[src/rtl/mem_arbiter.sv]
`default_nettype none
//==============================================================================
//  Module      : mem_arbiter
//  Description : Two-master round-robin arbiter for the valid/ready memory bus
//                (32-bit address/data, 4-bit write strobes). The grant is held
//                for a whole transaction. A bus watchdog completes any access
//                that the slave does not acknowledge within TIMEOUT cycles
//                with an error flag and ERR_RDATA.
//
//  Ports       : clk                 clock, all logic on the rising edge
//                rst                 asynchronous, active-low reset
//                m0_* / m1_*         master request/response channels
//                                    (valid, addr, wdata, wstrb in;
//                                     ready, rdata, err out)
//                s_*                 shared slave bus
//                                    (valid, addr, wdata, wstrb out;
//                                     ready, rdata in)
//
//  Revision    : 1.0  initial release
//==============================================================================
module mem_arbiter #(
    parameter int unsigned TIMEOUT   = 256,
    parameter logic [31:0] ERR_RDATA = 32'hDEADBEEF
) (
    input  logic        clk,
    input  logic        rst,

    input  logic        m0_valid,
    output logic        m0_ready,
    input  logic [31:0] m0_addr,
    input  logic [31:0] m0_wdata,
    input  logic [3:0]  m0_wstrb,
    output logic [31:0] m0_rdata,
    output logic        m0_err,

    input  logic        m1_valid,
    output logic        m1_ready,
    input  logic [31:0] m1_addr,
    input  logic [31:0] m1_wdata,
    input  logic [3:0]  m1_wstrb,
    output logic [31:0] m1_rdata,
    output logic        m1_err,

    output logic        s_valid,
    input  logic        s_ready,
    output logic [31:0] s_addr,
    output logic [31:0] s_wdata,
    output logic [3:0]  s_wstrb,
    input  logic [31:0] s_rdata
);

    localparam logic [1:0]  c_st_idle = 2'd0;
    localparam logic [1:0]  c_st_busy = 2'd1;
    localparam logic [1:0]  c_st_err  = 2'd2;

    localparam logic [15:0] c_timeout = 16'(TIMEOUT);
    localparam logic [15:0] c_trip    = c_timeout - 16'd1;
    localparam logic        c_wdog_en = (TIMEOUT != 0);
    localparam logic [15:0] c_cnt_max = 16'hFFFF;

    logic [1:0]  r_state;
    logic        r_grant;
    logic        r_last;
    logic [15:0] r_cnt;

    logic        w_busy;
    logic        w_err;
    logic        w_done;
    logic [31:0] w_resp_data;

    //--------------------------------------------------------------------------
    // Arbitration / transaction FSM
    //--------------------------------------------------------------------------
    always_ff @(posedge clk or negedge rst) begin
        if (!rst) begin
            r_state <= c_st_idle;
            r_grant <= 1'b0;
            // last=1 so that a simultaneous request right after reset goes to m0
            r_last  <= 1'b1;
            r_cnt   <= 16'd0;
        end else begin
            case (r_state)
                c_st_idle: begin
                    if (m0_valid || m1_valid) begin
                        if (m0_valid && m1_valid) begin
                            r_grant <= ~r_last;
                        end else begin
                            r_grant <= m1_valid;
                        end
                        r_state <= c_st_busy;
                        r_cnt   <= 16'd0;
                    end
                end

                c_st_busy: begin
                    if (s_ready) begin
                        // A slave response in the trip cycle still wins
                        r_state <= c_st_idle;
                        r_last  <= r_grant;
                    end else begin
                        if (c_wdog_en && (r_cnt == c_trip)) begin
                            r_state <= c_st_err;
                        end
                        // Saturate so a disabled watchdog can never wrap into a trip
                        if (r_cnt != c_cnt_max) begin
                            r_cnt <= r_cnt + 16'd1;
                        end
                    end
                end

                c_st_err: begin
                    r_state <= c_st_idle;
                    r_last  <= r_grant;
                end

                default: begin
                    r_state <= c_st_idle;
                end
            endcase
        end
    end

    //--------------------------------------------------------------------------
    // Bus side: request only presented while BUSY, otherwise driven to zero
    //--------------------------------------------------------------------------
    assign w_busy = (r_state == c_st_busy);
    assign w_err  = (r_state == c_st_err);

    assign s_valid = w_busy;
    assign s_addr  = w_busy ? (r_grant ? m1_addr  : m0_addr)  : 32'd0;
    assign s_wdata = w_busy ? (r_grant ? m1_wdata : m0_wdata) : 32'd0;
    assign s_wstrb = w_busy ? (r_grant ? m1_wstrb : m0_wstrb) : 4'd0;

    //--------------------------------------------------------------------------
    // Master side: response routed only to the granted master
    //--------------------------------------------------------------------------
    assign w_done      = (w_busy && s_ready) || w_err;
    assign w_resp_data = w_err ? ERR_RDATA : s_rdata;

    assign m0_ready = w_done && !r_grant;
    assign m1_ready = w_done &&  r_grant;
    assign m0_rdata = m0_ready ? w_resp_data : 32'd0;
    assign m1_rdata = m1_ready ? w_resp_data : 32'd0;
    assign m0_err   = w_err && !r_grant;
    assign m1_err   = w_err &&  r_grant;

endmodule
`default_nettype wire

[config.mk]
export PLATFORM = sky130hd
export DESIGN_NAME = mem_arbiter
export DESIGN_NICKNAME = d
export VERILOG_FILES = /design/src/rtl/mem_arbiter.sv
export SDC_FILE = /design/constraint.sdc
export NUM_CORES = 1
export LEC_CHECK = 0
export BUFFER_PORTS_ARGS = -buffer_cell sky130_fd_sc_hd__buf_2
export CORE_AREA = 2 2 120 122
export CTS_BUF_LIST = sky130_fd_sc_hd__clkbuf_4
export CTS_CLUSTER_SIZE = 30
export DETAILED_ROUTE_END_ITERATION = 10
export DIE_AREA = 0 0 122 124
export HOLD_SLACK_MARGIN = 0.03
export PLACE_DENSITY = 0.5
export SKIP_LAST_GASP = 1
export SLEW_MARGIN = 0
export SYNTH_ARGS = -nofsm -noshare
export SYNTH_HDL_FRONTEND = slang
export SYNTH_SLANG_ARGS = --single-unit
[constraint.sdc]
create_clock -name clk -period 2.2 [get_ports clk]
set_input_delay 0.11 -clock clk [delete_from_list [all_inputs] [get_ports clk]]
set_output_delay 0.11 -clock clk [all_outputs]
set_load 0.05 [all_outputs]
==> run summary <==
Status = completed
WP buf/inv = 3
Core area = 13,700 um2
Max Slew Vio Count = 0
P_int = 1.61 mW
Highest net fanout along the worst path = 16
Crit path kind = reg2out
Ports = 310
CTS Buffer Depth = 2
Clk_lat worst skew = 320 ps
Average size of a mapped cell = 6.59 um2
Worst min path class = in2reg
Worst setup startpoint = r_state[1]
Data arrival, critical path = 1950 ps
CTS clk-pin slew, worst paths = 120 ps
Post-synth cell types = 46
Row Count = 43
Chip height = 124 um
Required time worst endpoint = 2090 ps
Total track usage = 16.2%
Max-cap violation count = 0
Routability congestion estimate = 0.825
Synth Area in Compound Gates = 10.3%
TritonCTS Buffers = 3
CTS H-tree lvls = 1
Starting DRT DRC Count = 193
Number of global-route vias before repair = 3,496
Clock period minus worst slack = 2060 ps
Fin Clk Skew = 14.4 ps
Pwr Total = 4.81 mW
Largest net degree at the start of global routing = 43
Sequential element share of the synthesized area = 19.1%
CP max stage cell = dfrtp_1
Total die area = 15,100 um2
Setup TNS = 0 ps
Nature of the critical path startpoint = register
Yosys top cell area share = 26.0%
Sequential share of power = 13.1%
R2r startpoint = r_cnt[5]
Syn_nets = 572
CP cell instances = nand2b_2 -> inv_2 -> a21oi_1 -> nand2b_1 -> buf_4 -> nor2_1 -> buf_2
Switch share = 66.6%
Fmax = 486 MHz
Xor/xnor share of the synthesized area = 0%
Portion of netlist area occupied by mux cells = 26.4%
Largest family of logic cells by synthesized area = simple AND/OR/NAND/NOR gates
IO Port Bufs = 309
Dpl cells = 868
Leakage = 2.69 nW
Fin Hold WS = 87.8 ps
CTS tree = yes
Worst-Margin Slew = 664 ps
Clock share of power = 4.5%
Die width = 122 um
Async SR Flop Fraction = 100%
Synth area leader = mux2i_1
Final hold viol count = 0
Detail Route Antenna Nets = 0
Initial antenna violation count = 1
Post-Synth Simple-Gate Area = 37.8%
Post-Synthesis Cells = 398
RSZ-0062 raised after global routing = false
CTS Root Cell = clkbuf_4
Final WL = 13.8 mm
Clk sinks = 20
Slew HR = 55.3%
Final Util = 32.3%
Hold_sp = m1_valid
CP max stage delay = 460 ps
Final critical-path share of the clock period = 93.5%
Synth area leaders = mux2i_1 26%, nor2_1 23%, dfrtp_1 18%, clkbuf_1 3.6%, nand2_1 3.3%
Layout cell share with drive strength beyond 1 = 49.3%
P&R area growth vs syn = 69.2%
Adder-cell share of the synthesized area = 0.477%
Logic gate share of total power = 82.4%
NetSw = 3.20 mW
Post-synth top flop = dfrtp_1
# nets final = 869
Postcts setup bufs = 0
Detailed-route wire length per cell = 15.8 um
First-pass GRT wire length = 19.1 mm
Cell area power density = 1090 nW/um2
Overflow after GRT = 0
Peak supply drop = 0.384 mV
Vias = 3,877
Setup violations, final = 0
DRT Pass-1 Iters = 4
Crit path capture type = output port
Finished Layout Cells = 875
YS warnings = 0
Post-synth EDFFs = 0
Starting Density = 19.1%
Mapped cell area = 2620 um2
DRC viols = 0
CP delay by family, top = buffers and inverters
Seq cells post-synth = 20
Vias per cell = 4.43
Hpwl dp = 12.0 mm
-- sequential cells by signal, indices dropped and copies added, names as in the netlist --
signal,flops
r_grant,1
r_state,2
r_cnt,16
r_last,1
-- synthesized netlist by cell type, types with 2 or more instances --
cell / count
a21o_1: 2
a21oi_1: 7
a31oi_1: 4
and2_1: 2
buf_1: 5
buf_2: 2
clkbuf_1: 25
dfrtp_1: 19
inv_1: 6
mux2i_1: 68
nand2_1: 23
nand2_2: 2
nand2b_1: 5
nand3_1: 7
nand4_1: 3
nand4b_1: 2
nor2_1: 163
nor3_1: 3
nor4_1: 4
o211ai_1: 2
o21ai_0: 3
o21bai_1: 2
o311ai_0: 8
o31ai_1: 5
or2_2: 3
or4_1: 3
-- path summary, 6_finish.rpt --
| check | to | slack (ps) | depth (start not counted) |
|---|---|---|---|
| setup / recovery | m1_rdata[14] | 140 | 7 |
| setup reg to reg | r_cnt[11] | 280 | 4 |
| hold / removal | r_grant | 90 | 3 |
| min in group asynchronous | r_cnt[6] | 270 | 2 |
| max in group asynchronous | r_grant | 1550 | 2 |
| hold reg to reg | r_last | 470 | 2 |
-- cells by family after synthesis --
kind of cell	count (synthesis)
adder cells (fa/ha/maj)	1
buffers and inverters	40
AO/OA/AOI/OAI	38
flip-flops	20
AND/OR/NAND/NOR	230
multiplexers	69
-- layout by cell type (no fill, tap or decap), types with 2 or more instances in the layout --
cell and count:
a21o_1 2, a21oi_1 7, a31oi_1 4, and2_1 2, buf_2 309, buf_4 14, clkbuf_4 4, dfrtp_1 18
dlygate4sd3_1 2, inv_1 6, mux2i_1 68, nand2_1 23, nand2_2 2, nand2b_1 4, nand3_1 7, nand4_1 3
nand4b_1 2, nor2_1 163, nor3_1 3, nor4_1 4, o211ai_1 2, o21ai_0 3, o21bai_1 2, o311ai_0 8
o31ai_1 5, or2_2 2, or4_1 3
-- layout make-up --
cell class              instances  area [um2]
inverters                       7        26.3
multi-input cells             338        1970
well taps                     180         225
repair buffers                325        1670
flip-flops and latches         20         505
diodes                          1        2.50
fillers                      1581        9290
clock buffers                   4        30.0
-- metrics by stage --
stage | cell area (um2) | setup slack (ps)
6_report | 4430 | 144
5_1_grt | 4430 | 7.45
4_1_cts | 4430 | 136
3_5_place_dp | 4380 | 319
3_3_place_gp | 4380 | 339
2_1_floorplan | 2620 | -22.4
-- worst reg2reg max path, delay by kind of cell (launching register included) --
family	cells	cell delay, ps
flip-flops	1	480
AND/OR/NAND/NOR	4	1370
-- routing by layer --
layer	wire length, um	GRT usage, %
met5	0	0
met4	179	2.95
met3	1260	3.02
met2	6470	27.1
met1	5920	21.9
-- repair_timing --
item,CTS,global route
endpoints found under the setup margin,30,0
hold endpoints to repair,20,0
gates resized for setup,1,0
hold buffers,2,0
-- power by group through the flow --
stage | clock, mW | combinational [mW] | sequential [mW]
2_1_floorplan | 0 | 3.04 | 0.536
3_3_place_gp | 0 | 3.99 | 0.636
3_5_place_dp | 0 | 4.00 | 0.636
4_1_cts | 0.213 | 4.01 | 0.630
5_1_grt | 0.228 | 4.21 | 0.652
6_report | 0.214 | 3.97 | 0.631
Note: power is estimated with default switching activity, not from simulation.
